[config.mk]
export PLATFORM = sky130hd
export DESIGN_NAME = prog_ram
export DESIGN_NICKNAME = d
export VERILOG_FILES = /design/src/rtl/prog_ram.sv
export SDC_FILE = /design/constraint.sdc
export NUM_CORES = 1
export LEC_CHECK = 0
export BUFFER_PORTS_ARGS = -buffer_cell sky130_fd_sc_hd__buf_2
export CORE_ASPECT_RATIO = 0.7
export CORE_UTILIZATION = 40
export CTS_CLUSTER_SIZE = 8
export DETAILED_ROUTE_END_ITERATION = 12
export PLACE_DENSITY = 0.61
export SLEW_MARGIN = 20
export SYNTH_ARGS = -nofsm -noshare
export SYNTH_HDL_FRONTEND = slang
export SYNTH_SLANG_ARGS = --single-unit
[constraint.sdc]
create_clock -name CLK -period 6.1 [get_ports CLK]
set_input_delay 1.22 -clock CLK [delete_from_list [all_inputs] [get_ports CLK]]
set_output_delay 1.22 -clock CLK [all_outputs]
set_load 0.01 [all_outputs]
[src/rtl/prog_ram.sv]
// Program/data RAM: DEPTH x DW array with a post-reset INIT_VAL sweep, a RUN-mode CPU port and a handshaked PROG loader.
// Latency: CPU read data appears on RAM_OUT one edge after RD_EN; PROG beats are written on the accepting edge.
// Backpressure: READY is low during INIT and PROG; PROG_READY follows PROG_EN while in PROG, otherwise 0.
//
// Ports:
//   CLK, CLR_N              clock, synchronous active-low reset
//   Ain, Din, WE, RD_EN     CPU address / write data / write enable / read enable (RUN only)
//   RAM_OUT, READY          registered read data, high only in RUN
//   PROG_EN, PROG_VALID,    programming request/hold, beat valid, beat data
//   PROG_DATA
//   PROG_READY, PROG_DONE,  beat acceptable, one-cycle pulse on PROG exit,
//   PROG_COUNT              words accepted in last/current session (saturates at DEPTH)
module prog_ram #(
    parameter int             DW       = 8,
    parameter int             AW       = 4,
    parameter logic [DW-1:0]  INIT_VAL = '0
) (
    input  logic          CLK,
    input  logic          CLR_N,
    input  logic [AW-1:0] Ain,
    input  logic [DW-1:0] Din,
    input  logic          WE,
    input  logic          RD_EN,
    output logic [DW-1:0] RAM_OUT,
    output logic          READY,
    input  logic          PROG_EN,
    input  logic          PROG_VALID,
    input  logic [DW-1:0] PROG_DATA,
    output logic          PROG_READY,
    output logic          PROG_DONE,
    output logic [AW:0]   PROG_COUNT
);
    localparam int          DEPTH    = 2 ** AW;
    localparam logic [AW:0] CNT_FULL = {1'b1, {AW{1'b0}}};

    typedef enum logic [1:0] {
        ST_INIT = 2'd0,
        ST_RUN  = 2'd1,
        ST_PROG = 2'd2
    } state_t;

    state_t        state_q, state_d;
    logic [AW-1:0] cnt_q, cnt_d;
    logic [AW-1:0] ptr_q, ptr_d;
    logic [AW:0]   count_q, count_d;
    logic          done_q, done_d;
    logic [DW-1:0] ram_out_q;

    logic [DW-1:0] mem_q [DEPTH];

    // Single shared write port: sweep, CPU write and PROG beat are mutually
    // exclusive by state, so one address/data mux feeds the array.
    logic          mem_we;
    logic [AW-1:0] mem_addr;
    logic [DW-1:0] mem_wdat;
    logic          rd_fire;

    always_comb begin
        state_d  = state_q;
        cnt_d    = cnt_q;
        ptr_d    = ptr_q;
        count_d  = count_q;
        done_d   = 1'b0;
        mem_we   = 1'b0;
        mem_addr = cnt_q;
        mem_wdat = INIT_VAL;
        rd_fire  = 1'b0;

        case (state_q)
            ST_INIT: begin
                mem_we   = 1'b1;
                mem_addr = cnt_q;
                mem_wdat = INIT_VAL;
                cnt_d    = cnt_q + 1'b1;
                if (cnt_q == {AW{1'b1}}) begin
                    state_d = ST_RUN;
                end
            end
            ST_RUN: begin
                // Entering PROG takes priority; the CPU strobes of that cycle are dropped.
                if (PROG_EN) begin
                    state_d = ST_PROG;
                    ptr_d   = Ain;
                    count_d = '0;
                end else begin
                    rd_fire = RD_EN;
                    if (WE) begin
                        mem_we   = 1'b1;
                        mem_addr = Ain;
                        mem_wdat = Din;
                    end
                end
            end
            ST_PROG: begin
                if (!PROG_EN) begin
                    state_d = ST_RUN;
                    done_d  = 1'b1;
                end else if (PROG_VALID) begin
                    mem_we   = 1'b1;
                    mem_addr = ptr_q;
                    mem_wdat = PROG_DATA;
                    ptr_d    = ptr_q + 1'b1;
                    if (count_q != CNT_FULL) begin
                        count_d = count_q + 1'b1;
                    end
                end
            end
            default: begin
                state_d = ST_INIT;
            end
        endcase
    end

    always_ff @(posedge CLK) begin
        if (!CLR_N) begin
            state_q <= ST_INIT;
            cnt_q   <= '0;
            ptr_q   <= '0;
            count_q <= '0;
            done_q  <= 1'b0;
        end else begin
            state_q <= state_d;
            cnt_q   <= cnt_d;
            ptr_q   <= ptr_d;
            count_q <= count_d;
            done_q  <= done_d;
        end
    end

    // Read register sees the pre-write array contents, giving read-before-write
    // on a same-address WE+RD_EN cycle.
    always_ff @(posedge CLK) begin
        if (!CLR_N) begin
            ram_out_q <= '0;
        end else if (rd_fire) begin
            ram_out_q <= mem_q[Ain];
        end
    end

    // Array has no reset; a reset cycle simply suppresses the write.
    always_ff @(posedge CLK) begin
        if (CLR_N && mem_we) begin
            mem_q[mem_addr] <= mem_wdat;
        end
    end

    assign RAM_OUT    = ram_out_q;
    assign READY      = (state_q == ST_RUN);
    assign PROG_READY = (state_q == ST_PROG) && PROG_EN;
    assign PROG_DONE  = done_q;
    assign PROG_COUNT = count_q;

endmodule
==> results.toml <==
[sta]
clock_skew_ns = 0.0120
maxSlewViolCount = 0
min_period_over_period_pct = 53.7
setup_viol = 0
slew-limit-headroom_pct = 33.8
tightest_slew_ns = 0.985
rsz0062_at_grt = "no"
hold_viol = 0
whs_ns = 0.484
fmax_ghz = 0.305
fin_crit_ns = 3.28
setup_tns_ns = 0

[worst_hold_path]
hold_class = "register to register"
min_to = "RAM_OUT[5]$_SDFFE_PN0P_"
hp-start = "RAM_OUT[5]$_SDFFE_PN0P_"
hold_depth = 2

[global_route]
globalRouteTotalUtil_pct = 20.0
grt_pass1_vias = 3847
grt_pass1_wl_mm = 23.6
antenna_found_initial = 0
grt_max_degree = 32
grt_overflow = 0

[critical_path]
required_ns = 6.14
cp.arrival_ns = 3.31
reg2reg_to = "mem_q[2][0]$_DFFE_PP_"
worstSetupEndpointType = "register"
crit_type = "input pin to register"
rrSetupSlack_ns = 2.91
crit_path_max_fanout = 17
r2r-start = "state_q[0]$_SDFFE_PN0P_"
crit_path_start_kind = "input pin"
worstRegToRegCells = 6

[layout]
design_area_sq_mm = 0.00759
layout-drive-gt1-share_pct = 28.1
area_delta_synth_final_pct = 16.6
final_nets = 493
antennaDiodeCount = 0
fin_util_pct = 48.4

[clock_tree]
cts_inserted_buffers = 17
clock_path_buffers = 2
post_cts_buffers = 0
cts_hold_buf = 0
clk_latency_ns = 0.42
path_clk_slew_ns = 0.06
cts-root-buf = "clkbuf_16"
htreeDepth = 4
cts_sinks = 152
cts_tree = "built"
ctsResizeCount = 0

[job]
cap_violations = 0

[route]
wl_per_cell_microns = 23.0
remaining_drc_errors = 0
vias = 3904
drtPass1Iterations = 6
vias_per_cell = 5.83
wirelength_mm = 15.4
ant_nets = 0
drt_iter0_drc = 357

[synth]
yosysTopAreaCellShare_pct = 59.1
syn-num-nets = 447
avgSynthCellArea_sq_um = 15.8
ys_ff_latch = 152
ys_top_cells_by_area = "edfxtp_1 59%, dfxtp_1 7.4%, mux4_2 6.9%"
synth_cell_types = 51
ys.flop_type = "edfxtp_1"
ys_async_sr_fraction_pct = 0
yosys.area.top_type = "edfxtp_1"
syn_inst = 411
synth_edf_count = 128
yosysWarnings = 0
ys_seq_area_share_pct = 66.4
syn_area_sq_mm = 0.00651
synth.most_common_cell = "edfxtp_1"
synth_common_cells = "128 x edfxtp_1, 24 x dfxtp_1, 20 x mux4_2, 18 x nor2_1, 17 x mux2i_1"

[power]
powerDensity_mw_per_mm2 = 311
p_switching_uw = 537
seqPwrFrac_pct = 49.1
irDropWorstVdd_v = 0.000188
pwr-share-clk_pct = 43.6
swShare_pct = 22.7
internal-power_mw = 1.82
power_frac_comb_pct = 7.3
p_leak_nw = 2.87

[die]
coreArea_sq_mm = 0.0157
die-area_sq_mm = 0.0168
rows = 38
ioPinCount = 42
initial_utilization_pct = 41.5
die_h_microns = 109
die_w_microns = 154

[placed_design]
dpl.hpwl_mm = 10.7
gp_congestion = 0.813
place_area_sq_mm = 0.00696
portBuffers = 41

[outcome]
status = "finished, final reports clean"
logic make-up after synthesis:
kind of cell	Yosys count	share of synthesized area, %
multiplexers	53	13.2
XOR/XNOR	5	0.673
AND/OR/NAND/NOR	90	7.46
flip-flops	152	66.4
AO/OA/AOI/OAI	67	7.63
buffers and inverters	34	2.65
adder cells (fa/ha/maj)	10	1.92
worst max-delay path by stage:
stage | start | to | slack (ns)
after global routing | PROG_EN | mem_q[2][0]$_DFFE_PP_ | 2.59
final | PROG_EN | mem_q[2][0]$_DFFE_PP_ | 2.82
after floorplan | Ain[0] | mem_q[3][0]$_DFFE_PP_ | 2.78
after global placement | PROG_EN | mem_q[7][4]$_DFFE_PP_ | 2.26
after CTS | PROG_EN | mem_q[12][4]$_DFFE_PP_ | 2.63
after detailed placement | PROG_EN | mem_q[12][5]$_DFFE_PP_ | 2.18
sequential cells by signal (all words and copies together) (netlist names):
register and cells:
RAM_OUT 8, ptr_q 4, mem_q 128, PROG_COUNT 5, PROG_DONE 1, cnt_q 4, state_q 2
power groups by stage:
stage	clock network (mW)	logic (mW)	registers, mW
6_report	1.03	0.173	1.16
5_1_grt	1.08	0.188	1.16
4_1_cts	1.04	0.166	1.16
3_5_place_dp	0	0.166	1.18
3_3_place_gp	0	0.160	1.18
2_1_floorplan	0	0.110	1.17
through the flow:
step	worst slack, ns	power [mW]	cells
after global routing	2.59	2.43	670
after detailed placement	2.18	1.35	638
after CTS	2.63	2.36	670
final	2.82	2.36	670
after global placement	2.26	1.34	638
after floorplan	2.78	1.28	411
metal layers:
metal  global-route usage [%]  routed length [microns]
met1                     30.7                     7800
met2                     28.1                     6530
met3                     4.77                      912
met4                     5.23                      142
met5                        0                        0
worst max-delay path, cell delays in order:
cell and delay (ns):
buf_2 0.18, and3b_1 0.46, o311a_1 0.23, nand3_1 0.35, nor4_2 0.86
final cells by class:
cell class | count | area, sq um
Clock inverter | 7 | 48.8
Timing Repair Buffer | 49 | 265
Tap cell | 200 | 250
Inverter | 12 | 45.0
Sequential cell | 152 | 4320
Clock buffer | 25 | 539
Fill cell | 1336 | 8100
Multi-Input combinational cell | 225 | 2120
placed cells by master, fill, tap and decap left out, types with 8 or more instances in the layout:
cell and instances:
o21ai_0 8, nor2b_1 9, mux4_2 20, edfxtp_1 128, mux2_2 12, dfxtp_1 24
nor3_2 12, mux2i_1 17, inv_1 12, clkbuf_16 20, buf_4 8, ha_1 10
nor2_1 18, buf_2 41, a22oi_1 15, nand2_1 12
Note: power is estimated with default switching activity, not from simulation.
